File: config.mk
export PLATFORM = sky130hd
export DESIGN_NAME = mem_addr_sel_reg
export DESIGN_NICKNAME = d
export VERILOG_FILES = /design/src/rtl/mem_addr_sel_reg.sv
export SDC_FILE = /design/constraint.sdc
export NUM_CORES = 1
export LEC_CHECK = 0
export CAP_MARGIN = 20
export CORE_MARGIN = 8
export CORE_UTILIZATION = 36
export DETAILED_ROUTE_END_ITERATION = 10
export PLACE_DENSITY_LB_ADDON = 0.12
export REMOVE_ABC_BUFFERS = 1
export SYNTH_ARGS = -nofsm -noshare
export SYNTH_HDL_FRONTEND = slang
export SYNTH_SLANG_ARGS = --single-unit
File: constraint.sdc
create_clock -name clk -period 2.6 [get_ports clk]
set_clock_uncertainty 0.05 [all_clocks]
set_input_delay 0.65 -clock clk [delete_from_list [all_inputs] [get_ports clk]]
set_output_delay 0.65 -clock clk [all_outputs]
set_load 0.05 [all_outputs]
File: src/rtl/mem_addr_sel_reg.sv
// Registered memory-address source select: captures one of N_SRC sources on req,
// holds it for MEM_LAT+1 cycles, then pulses done. Illegal selectors pulse sel_err.
module mem_addr_sel_reg #(
  parameter int unsigned WIDTH   = 32,
  parameter int unsigned N_SRC   = 5,
  parameter int unsigned SEL_W   = 3,
  parameter int unsigned MEM_LAT = 1
) (
  input  logic                   clk,
  input  logic                   reset,
  input  logic [SEL_W-1:0]       selector,
  input  logic [N_SRC*WIDTH-1:0] data_in,
  input  logic                   req,
  output logic [WIDTH-1:0]       addr_out,
  output logic                   busy,
  output logic                   done,
  output logic                   sel_err
);

  localparam int unsigned CNT_W = 8;
  // Some selector codes are illegal only when N_SRC leaves part of the code space unused
  localparam bit HAS_BAD = (SEL_W < 32) && (N_SRC < (32'd1 << SEL_W));

  typedef enum logic {
    IDLE = 1'b0,
    HOLD = 1'b1
  } state_t;

  state_t             state_q, state_d;
  logic [CNT_W-1:0]   cnt_q, cnt_d;
  logic [WIDTH-1:0]   addr_q, addr_d;
  logic               done_q, done_d;
  logic               err_q, err_d;
  logic [WIDTH-1:0]   src_c;
  logic               sel_bad_c;

  // Source mux; only legal codes select a source, illegal codes are rejected below
  always_comb begin
    src_c = '0;
    for (int k = 0; k < int'(N_SRC); k++) begin
      if (selector == SEL_W'(k)) src_c = data_in[k*WIDTH +: WIDTH];
    end
  end

  assign sel_bad_c = HAS_BAD && (32'(selector) >= N_SRC);

  // State and output registers
  always_ff @(posedge clk) begin
    if (reset) begin
      state_q <= IDLE;
      cnt_q   <= '0;
      addr_q  <= '0;
      done_q  <= 1'b0;
      err_q   <= 1'b0;
    end else begin
      state_q <= state_d;
      cnt_q   <= cnt_d;
      addr_q  <= addr_d;
      done_q  <= done_d;
      err_q   <= err_d;
    end
  end

  // Next-state and next-output logic
  always_comb begin
    state_d = state_q;
    cnt_d   = cnt_q;
    addr_d  = addr_q;
    done_d  = 1'b0;
    err_d   = 1'b0;
    case (state_q)
      IDLE: begin
        if (req) begin
          if (sel_bad_c) begin
            err_d = 1'b1;
          end else begin
            addr_d  = src_c;
            cnt_d   = CNT_W'(MEM_LAT);
            state_d = HOLD;
          end
        end
      end
      HOLD: begin
        // Inputs are ignored while holding; the address stays frozen
        if (cnt_q == '0) begin
          state_d = IDLE;
          done_d  = 1'b1;
        end else begin
          cnt_d = cnt_q - CNT_W'(1);
        end
      end
      default: state_d = IDLE;
    endcase
  end

  assign addr_out = addr_q;
  assign busy     = (state_q == HOLD);
  assign done     = done_q;
  assign sel_err  = err_q;

endmodule

## After elaboration in Yosys (flattened, before gate mapping)

Index checks and enable logic that the tools add are counted.
W data, S select, Z words.

| word-level totals | value |
|---|---|
| flip-flop bits (word level) | 43 |
| input port bits | 166 |
| output and inout bits | 35 |
| logic and storage cells | 38 |

| operators by class | value |
|---|---|
| $add $sub $neg | 1 |
| magnitude comparators | 1 |
| eq/ne operators | 7 |
| mux-type cells | 15 |
| bitwise operators | 3 |
| reductions and logical operators | 6 |

Operators with widths:

| operator | count |
|---|---|
| $mux W32 | 5 |
| $mux W8 | 3 |
| $pmux W8 S2 | 1 |
| $logic_not A8 Y1 | 1 |
| $sub A8 B1 Y8 const B | 1 |
| $eq A3 B2 Y1 const B | 2 |
| $ne A2 B2 Y1 const B | 3 |
| $reduce_and A3 Y1 | 2 |
| $mux W1 | 5 |
| $eq A3 B1 Y1 const B | 1 |
| $eq A3 B3 Y1 const B | 1 |
| $ge A3 B3 Y1 const B | 1 |
| $logic_not A3 Y1 | 1 |
| $not A1 Y1 | 3 |
| $reduce_or A3 Y1 | 1 |
| $pmux W1 S2 | 1 |
| $reduce_or A2 Y1 | 1 |

## Logic depth before layout (Yosys ltp)

Gate-level depths: netlist of the first run.

| depth | value |
|---|---|
| depth in word-level cells | 6 |
| mapped depth | 7 |
| gate-level depth less buffers | 6 |

## Least setup slack after synthesis of the first run

No wires, ideal clock.

| timing path | value |
|---|---|
| kind | input to register |
| from | in selector[0] |
| to | reg addr_q[17], in the netlist addr_out[17] |
| setup time | 0.134 ns |
| arrival time | 1.840 ns |
| required time | 2.416 ns |
| setup slack | 0.577 ns |
| stages on the path | 6 |
| buffers on the path | 2 |
| path through | buf_2 buf_1 mux2i_1 o21ai_0 a2111oi_0 nor4_1 |

| on the way | value |
|---|---|
| cells in the longest elaborated chain, start to end | 6 |
| elaborated cells on any way between the ends | 13 |
| those cells by class | 1 x order compare; 4 x eq/ne; 5 x mux; 1 x bitwise; 2 x reduce/logical |

RTL lines:

| element | line | RTL |
|---|---|---|
| start: declaration | 11 | `input logic [SEL_W-1:0] selector,` |
| $logic_not A3 Y1 | 41 | `if (selector == SEL_W'(k)) src_c = data_in[k*WIDTH +: WIDTH];` |
| $mux W32 (5 in series) | 41 |  |
| end signal: assignment | 58 | `addr_q <= addr_d;` |
| end: declaration | 31 | `logic [WIDTH-1:0] addr_q, addr_d;` |

Several ways; a longest one is shown, not always the timed one.
A chain may end at the register's enable or synchronous reset.

## Final worst setup path of the first run

| timing path | value |
|---|---|
| from | reg state_q, in the netlist busy |
| to | out busy |

RTL lines:

| element | line | RTL |
|---|---|---|
| start: declaration | 29 | `state_t state_q, state_d;` |
| start signal: assignment | 56 | `state_q <= state_d;` |
| end: declaration | 15 | `output logic busy,` |

No word-level cell between the ends.

==> impl_metrics.env, run 1 <==
export IMPL_status="finished clean"
export IMPL_vias=3673
export IMPL_fp_dieH_um=106
export IMPL_r2r_cells=5
export IMPL_drt_iter0_markers=88
export IMPL_cts_root_buf="clkbuf_8"
export IMPL_first_pass_iters=4
export IMPL_clock_sinks=43
export IMPL_antenna_found_initial=0
export IMPL_cts_tree="done"
export IMPL_place_congestion=0.808
export IMPL_synth_flop_cell="dfxtp_1"
export IMPL_synth_cell_types=39
export IMPL_crit_path_start_kind="register"
export IMPL_critPathKind="register to output pin"
export IMPL_synthSimpleGateAreaFrac_pct=25.2
export IMPL_period_needed_ns=2.30
export IMPL_synth_fa_ha_area_share_pct=0.429
export IMPL_ant_nets=0
export IMPL_portBuffers=200
export IMPL_cp_depth=1
export IMPL_place_hpwl_um=9570
export IMPL_routed_wl_um=12400
export IMPL_drc=0
export IMPL_syn_instance_count=379
export IMPL_htree_levels=2
export IMPL_crit_fanout=9
export IMPL_post_cts_resized=0
export IMPL_wl_per_cell_um=18.7
export IMPL_grt_pass1_vias=3917
export IMPL_syn_area_per_cell_um2=7.69
export IMPL_path_delay_family="buffers and inverters"
export IMPL_setup_viol=0
export IMPL_syn2layout_area_growth_pct=74.0
export IMPL_synth_seq_cells=43
export IMPL_cp_slowest_cell="clkdlybuf4s50_1"
export IMPL_critical_path_endpoint="busy"
export IMPL_initial_utilization_pct=36.2
export IMPL_post_cts_buffers=0
export IMPL_die_area_um2=11200
export IMPL_fin_crit_sh_pct=88.6
export IMPL_worst_path_largest_cell_delay_ns=0.85
export IMPL_hold_viol_final=0
export IMPL_synth_seq_area_share_pct=29.5
export IMPL_critical_path_buf_inv_count=1
export IMPL_cp_end_kind="output pin"
export IMPL_final_common_cell="clkdlybuf4s50_1"
export IMPL_grt_max_degree=45
export IMPL_synthArstFlopShare_pct=0
export IMPL_worstMarginPinSlew_ns=0.948
export IMPL_clk_path_buf_depth=2
export IMPL_power_density_nw_per_um2=398
export IMPL_total_power_mw=2.02
export IMPL_grt_overflow_total=0
export IMPL_fmax_mhz=434
export IMPL_drive_above_1_share_pct=6.99
export IMPL_placeableCoreArea_um2=8050
export IMPL_grt_pass1_wl_um=20100
export IMPL_die_w_um=106
export IMPL_yosysWarningCount=0
export IMPL_synth_top_family_by_area="compound AO/OA/AOI/OAI gates"
export IMPL_grt_usage_pct=21.9
export IMPL_cts_made_buffers=5
export IMPL_routed_via_density=5.54
export IMPL_setup_tns_ns=0
export IMPL_cts_hold_buf=0
export IMPL_muxShareOfSynthArea_pct=11.0
export IMPL_num_rows=33
export IMPL_clk_pin_slew_ns=0.08
export IMPL_most_common_layout_cells="196 x clkdlybuf4s50_1, 43 x dfxtp_1, 34 x nand2_1, 32 x mux2i_1, 24 x o21ai_0"
export IMPL_synth_compound_area_share_pct=26.8
export IMPL_rsz0062_at_grt="no"
export IMPL_grt_use_met2_pct=38.5
export IMPL_insertion_delay_ns=0.28
export IMPL_hp_class="register to register"
export IMPL_gr_max_usage_layer="met2"
export IMPL_synthXorXnorAreaFrac_pct=0.300
export IMPL_maxCapViolations=0
export IMPL_instances_no_fill=663
export IMPL_cp_required_ns=1.90
export IMPL_maxSlewViolCount=0
export IMPL_synth_edff_count=0
export IMPL_nNetsFinal=724
export IMPL_timing_rr_end="cnt_q[6]$_SDFFE_PP0P_"
export IMPL_irDropWorstVdd_uv=234
export IMPL_r2r_slack_ns=0.69
export IMPL_synth_area_um2=2920
export IMPL_crit_path_start="busy$_SDFF_PP0_"
export IMPL_p_leak_nw=1.82
export IMPL_num_io_pins=201
export IMPL_placed_cells=655
export IMPL_reg2reg_from="cnt_q[0]$_SDFFE_PP0P_"
export IMPL_grt_use_met3_pct=8.41
export IMPL_crit_chain="clkdlybuf4s50_1"
export IMPL_grt_util_met1_pct=24.4
export IMPL_n_antenna_cell=0
export IMPL_relSlewSlack_pct=36.5
export IMPL_arrival_ns=1.60
## per-stage QoR
step	util [%]	setup slack [ns]	cell area [um^2]	hold WS, ns
global placement	62.0	0.281	4990	0.410
finish	63.0	0.295	5070	0.426
CTS	63.0	0.272	5070	0.431
floorplan	-	-0.337	2730	0.405
global route	63.0	0.188	5070	0.455
detailed placement	62.0	0.177	4990	0.421
## logic make-up after synthesis
group / after synthesis
and+or+nand+nor: 143
AOI/OAI and AO/OA: 112
buffers and inverters: 47
DFF: 43
muxes: 32
xor gates and xnor gates: 1
adders and majority gates: 1
## per-layer routing
layer | vias up | part of all wire, %
met5 | - | 0
met4 | 0 | 1.8
met3 | 17 | 8.4
met2 | 160 | 49
met1 | 1715 | 41
li1 | 1781 | -
## synth_stat cells (all sizes together), types with 17 or more instances
cell | count | share of area [%]
clkbuf | 28 | 3.6
mux2i | 32 | 11
nand2 | 34 | 4.4
dfxtp | 43 | 30
nor2 | 19 | 2.4
nand3 | 21 | 3.6
a211oi | 17 | 4.4
nor3 | 22 | 3.8
o21ai | 34 | 5.8
## flip-flops by register name, indices dropped and copies added, names as in the netlist
signal	flops
sel_err	1
done	1
cnt_q	8
addr_out	32
busy	1
## power breakdown
part	switching (mW)	leakage [nW]	internal, mW
Clock	0.224	0.0422	0.189
Combinational	0.433	1.43	0.430
Sequential	0.0337	0.353	0.710
Total	0.691	1.82	1.33
## how the worst min path moves through the flow
stage,depth (start not counted),endpoint,slack [ns],start
6_report,2,addr_out[22]$_SDFFE_PP0P_,0.43,addr_out[22]$_SDFFE_PP0P_
5_1_grt,2,addr_out[28]$_SDFFE_PP0P_,0.45,addr_out[28]$_SDFFE_PP0P_
4_1_cts,2,addr_out[5]$_SDFFE_PP0P_,0.43,addr_out[5]$_SDFFE_PP0P_
3_5_place_dp,2,addr_out[24]$_SDFFE_PP0P_,0.42,addr_out[24]$_SDFFE_PP0P_
3_3_place_gp,2,addr_out[14]$_SDFFE_PP0P_,0.41,addr_out[14]$_SDFFE_PP0P_
2_1_floorplan,2,cnt_q[1]$_SDFFE_PP0P_,0.40,cnt_q[1]$_SDFFE_PP0P_
## area by class of cell
cell class              instances  area [um^2]
clock inverters                 1         5.00
inverters                       4         15.0
repair buffers                214         2120
well taps                     105          131
clock buffers                   7         76.3
flip-flops and latches         43          861
fillers                       750         2980
multi-input cells             289         1860
No activity file was read; power rests on OpenSTA's default activity.
==> run 2: changes to the inputs <==
--- a/config.mk
+++ b/config.mk
@@ -7,8 +7,9 @@
 export LEC_CHECK = 0
 export CAP_MARGIN = 20
 export CORE_MARGIN = 8
-export CORE_UTILIZATION = 36
+export CORE_UTILIZATION = 35
 export DETAILED_ROUTE_END_ITERATION = 10
+export GPL_ROUTABILITY_DRIVEN = 0
 export PLACE_DENSITY_LB_ADDON = 0.12
 export REMOVE_ABC_BUFFERS = 1
 export SYNTH_ARGS = -nofsm -noshare
==> constraint.sdc (replaced) <==
create_clock -name clk -period 2.4 [get_ports clk]
set_clock_uncertainty 0.05 [all_clocks]
set_input_delay 0.6 -clock clk [delete_from_list [all_inputs] [get_ports clk]]
set_output_delay 0.6 -clock clk [all_outputs]
set_load 0.05 [all_outputs]
==> run 2 against run 1 <==
- largest cell class unchanged
- largest power group unchanged
- routed wire length increased by 2.5%
- count of clock-buffer cells in the layout decreased by 1
- sequential share of layout area decreased by 0.32 points
==> impl_metrics.env, run 2 (synthesis gave the netlist of run 1 again) <==
export IMPL_first_pass_iters=6
export IMPL_drc=0
export IMPL_nNetsFinal=730
export IMPL_routed_via_density=5.55
export IMPL_r2r_slack_ns=0.45
export IMPL_post_cts_resized=0
export IMPL_drive_above_1_share_pct=8.16
export IMPL_p_leak_nw=1.87
export IMPL_post_cts_buffers=0
export IMPL_clk_path_buf_depth=2
export IMPL_initial_utilization_pct=35.8
export IMPL_grt_max_degree=33
export IMPL_cts_made_buffers=5
export IMPL_placed_cells=661
export IMPL_hold_path_end="addr_out[28]$_SDFFE_PP0P_"
export IMPL_period_needed_ns=2.32
export IMPL_hp_class="register to register"
export IMPL_largest_reg_flops=32
export IMPL_grt_pass1_wl_um=20000
export IMPL_grt_overflow_total=0
export IMPL_cts_hold_buf=0
export IMPL_setup_viol=0
export IMPL_syn2layout_area_growth_pct=77.3
export IMPL_fill_cells=697
export IMPL_die_area_um2=11500
export IMPL_crit_path_start_kind="register"
export IMPL_htree_levels=2
export IMPL_clock_sinks=43
export IMPL_portBuffers=200
export IMPL_cts_root_buf="clkbuf_8"
export IMPL_grt_usage_pct=21.8
export IMPL_power_density_nw_per_um2=469
export IMPL_most_common_layout_cells="196 x clkdlybuf4s50_1, 43 x dfxtp_1, 34 x nand2_1, 32 x mux2i_1, 24 x o21ai_0"
export IMPL_cp_end_kind="output pin"
export IMPL_irDropWorstVdd_uv=218
export IMPL_arrival_ns=1.67
export IMPL_clk_pin_slew_ns=0.09
export IMPL_r2r_cells=5
export IMPL_insertion_delay_ns=0.30
export IMPL_path_delay_family="buffers and inverters"
export IMPL_wl_per_cell_um=19.0
export IMPL_n_antenna_cell=0
export IMPL_instances_no_fill=669
export IMPL_total_power_mw=2.42
export IMPL_crit_chain="clkdlybuf4s50_1"
export IMPL_worstMarginPinSlew_ns=0.989
export IMPL_hold_viol_final=0
export IMPL_placeableCoreArea_um2=8130
export IMPL_critPathKind="register to output pin"
export IMPL_ant_nets=0
export IMPL_routed_wl_um=12700
export IMPL_reg2reg_from="cnt_q[0]$_SDFFE_PP0P_"
export IMPL_fmax_mhz=431
export IMPL_drt_iter0_markers=133
export IMPL_num_rows=33
export IMPL_cp_required_ns=1.75
export IMPL_vias=3713
export IMPL_worst_path_largest_cell_delay_ns=0.87
export IMPL_worstHoldStart="addr_out[28]$_SDFFE_PP0P_"
export IMPL_maxSlewViolCount=0
export IMPL_grt_pass1_vias=3889
export IMPL_die_w_um=107
export IMPL_cts_tree="done"
export IMPL_final_common_cell="clkdlybuf4s50_1"
export IMPL_rsz0062_at_grt="no"
export IMPL_fp_dieH_um=107
export IMPL_fin_crit_sh_pct=96.6
export IMPL_place_hpwl_um=10100
export IMPL_antenna_found_initial=0
export IMPL_maxCapViolations=0
export IMPL_relSlewSlack_pct=33.8
export IMPL_status="finished clean"
export IMPL_cp_slowest_cell="clkdlybuf4s50_1"
export IMPL_critical_path_buf_inv_count=1
export IMPL_hold_path_depth=2
export IMPL_crit_fanout=9
export IMPL_num_io_pins=201
export IMPL_timing_rr_end="cnt_q[6]$_SDFFE_PP0P_"
[run 2: cell types whose count changed in the layout (fill, tap and decap cells not counted)]
cell / change
clkbuf_1: -1
buf_4: +6
bufinv_16: +2
clkinv_2: -1
[run 2: power by group]
part | total (mW) | switching (mW) | internal, mW
clock | 0.673 | 0.257 | 0.416
combinational | 0.944 | 0.470 | 0.474
sequential | 0.807 | 0.0374 | 0.770
total | 2.42 | 0.765 | 1.66
[run 2: how the worst max path moves through the flow]
stage	cells past startpoint	slack (ns)	to	from
floorplan	4	-0.54	addr_out[14]$_SDFFE_PP0P_	busy$_SDFF_PP0_
global placement	6	0.20	addr_out[22]$_SDFFE_PP0P_	selector[0]
detailed placement	6	0.13	addr_out[22]$_SDFFE_PP0P_	selector[0]
CTS	1	0.08	busy	busy$_SDFF_PP0_
global route	1	0.02	busy	busy$_SDFF_PP0_
finish	1	0.08	busy	busy$_SDFF_PP0_
[run 2: through the flow]
step / instance area (um^2) / setup slack [ns] / TNS [ns] / util, % / hold WS [ns]
finish: 5170 / 0.0819 / 0 / 63.5 / 0.430
global route: 5170 / 0.0157 / 0 / 63.5 / 0.447
CTS: 5170 / 0.0798 / 0 / 63.5 / 0.434
detailed placement: 5040 / 0.133 / 0 / 61.9 / 0.419
global placement: 5040 / 0.203 / 0 / 61.9 / 0.409
floorplan: 2730 / -0.537 / -13.84 / - / 0.405
[run 2: layer usage]
layer,up-vias,track usage [%],routed length (um)
met2,164,36.2,6050
met4,0,7.04,310
met5,-,0,0
li1,1797,-,-
met3,20,10.4,1470
met1,1732,23.8,4890
[run 2: final cells by class]
type                            instances  area, um^2  share of cell area [%]
Sequential cell                        43         861                    16.7
Multi-Input combinational cell        289        1860                    36.0
Clock inverter                          2        60.1                    1.16
Tap cell                              105         131                    2.54
Timing Repair Buffer                  220        2170                    42.0
Inverter                                4        15.0                   0.290
Clock buffer                            6        72.6                    1.40
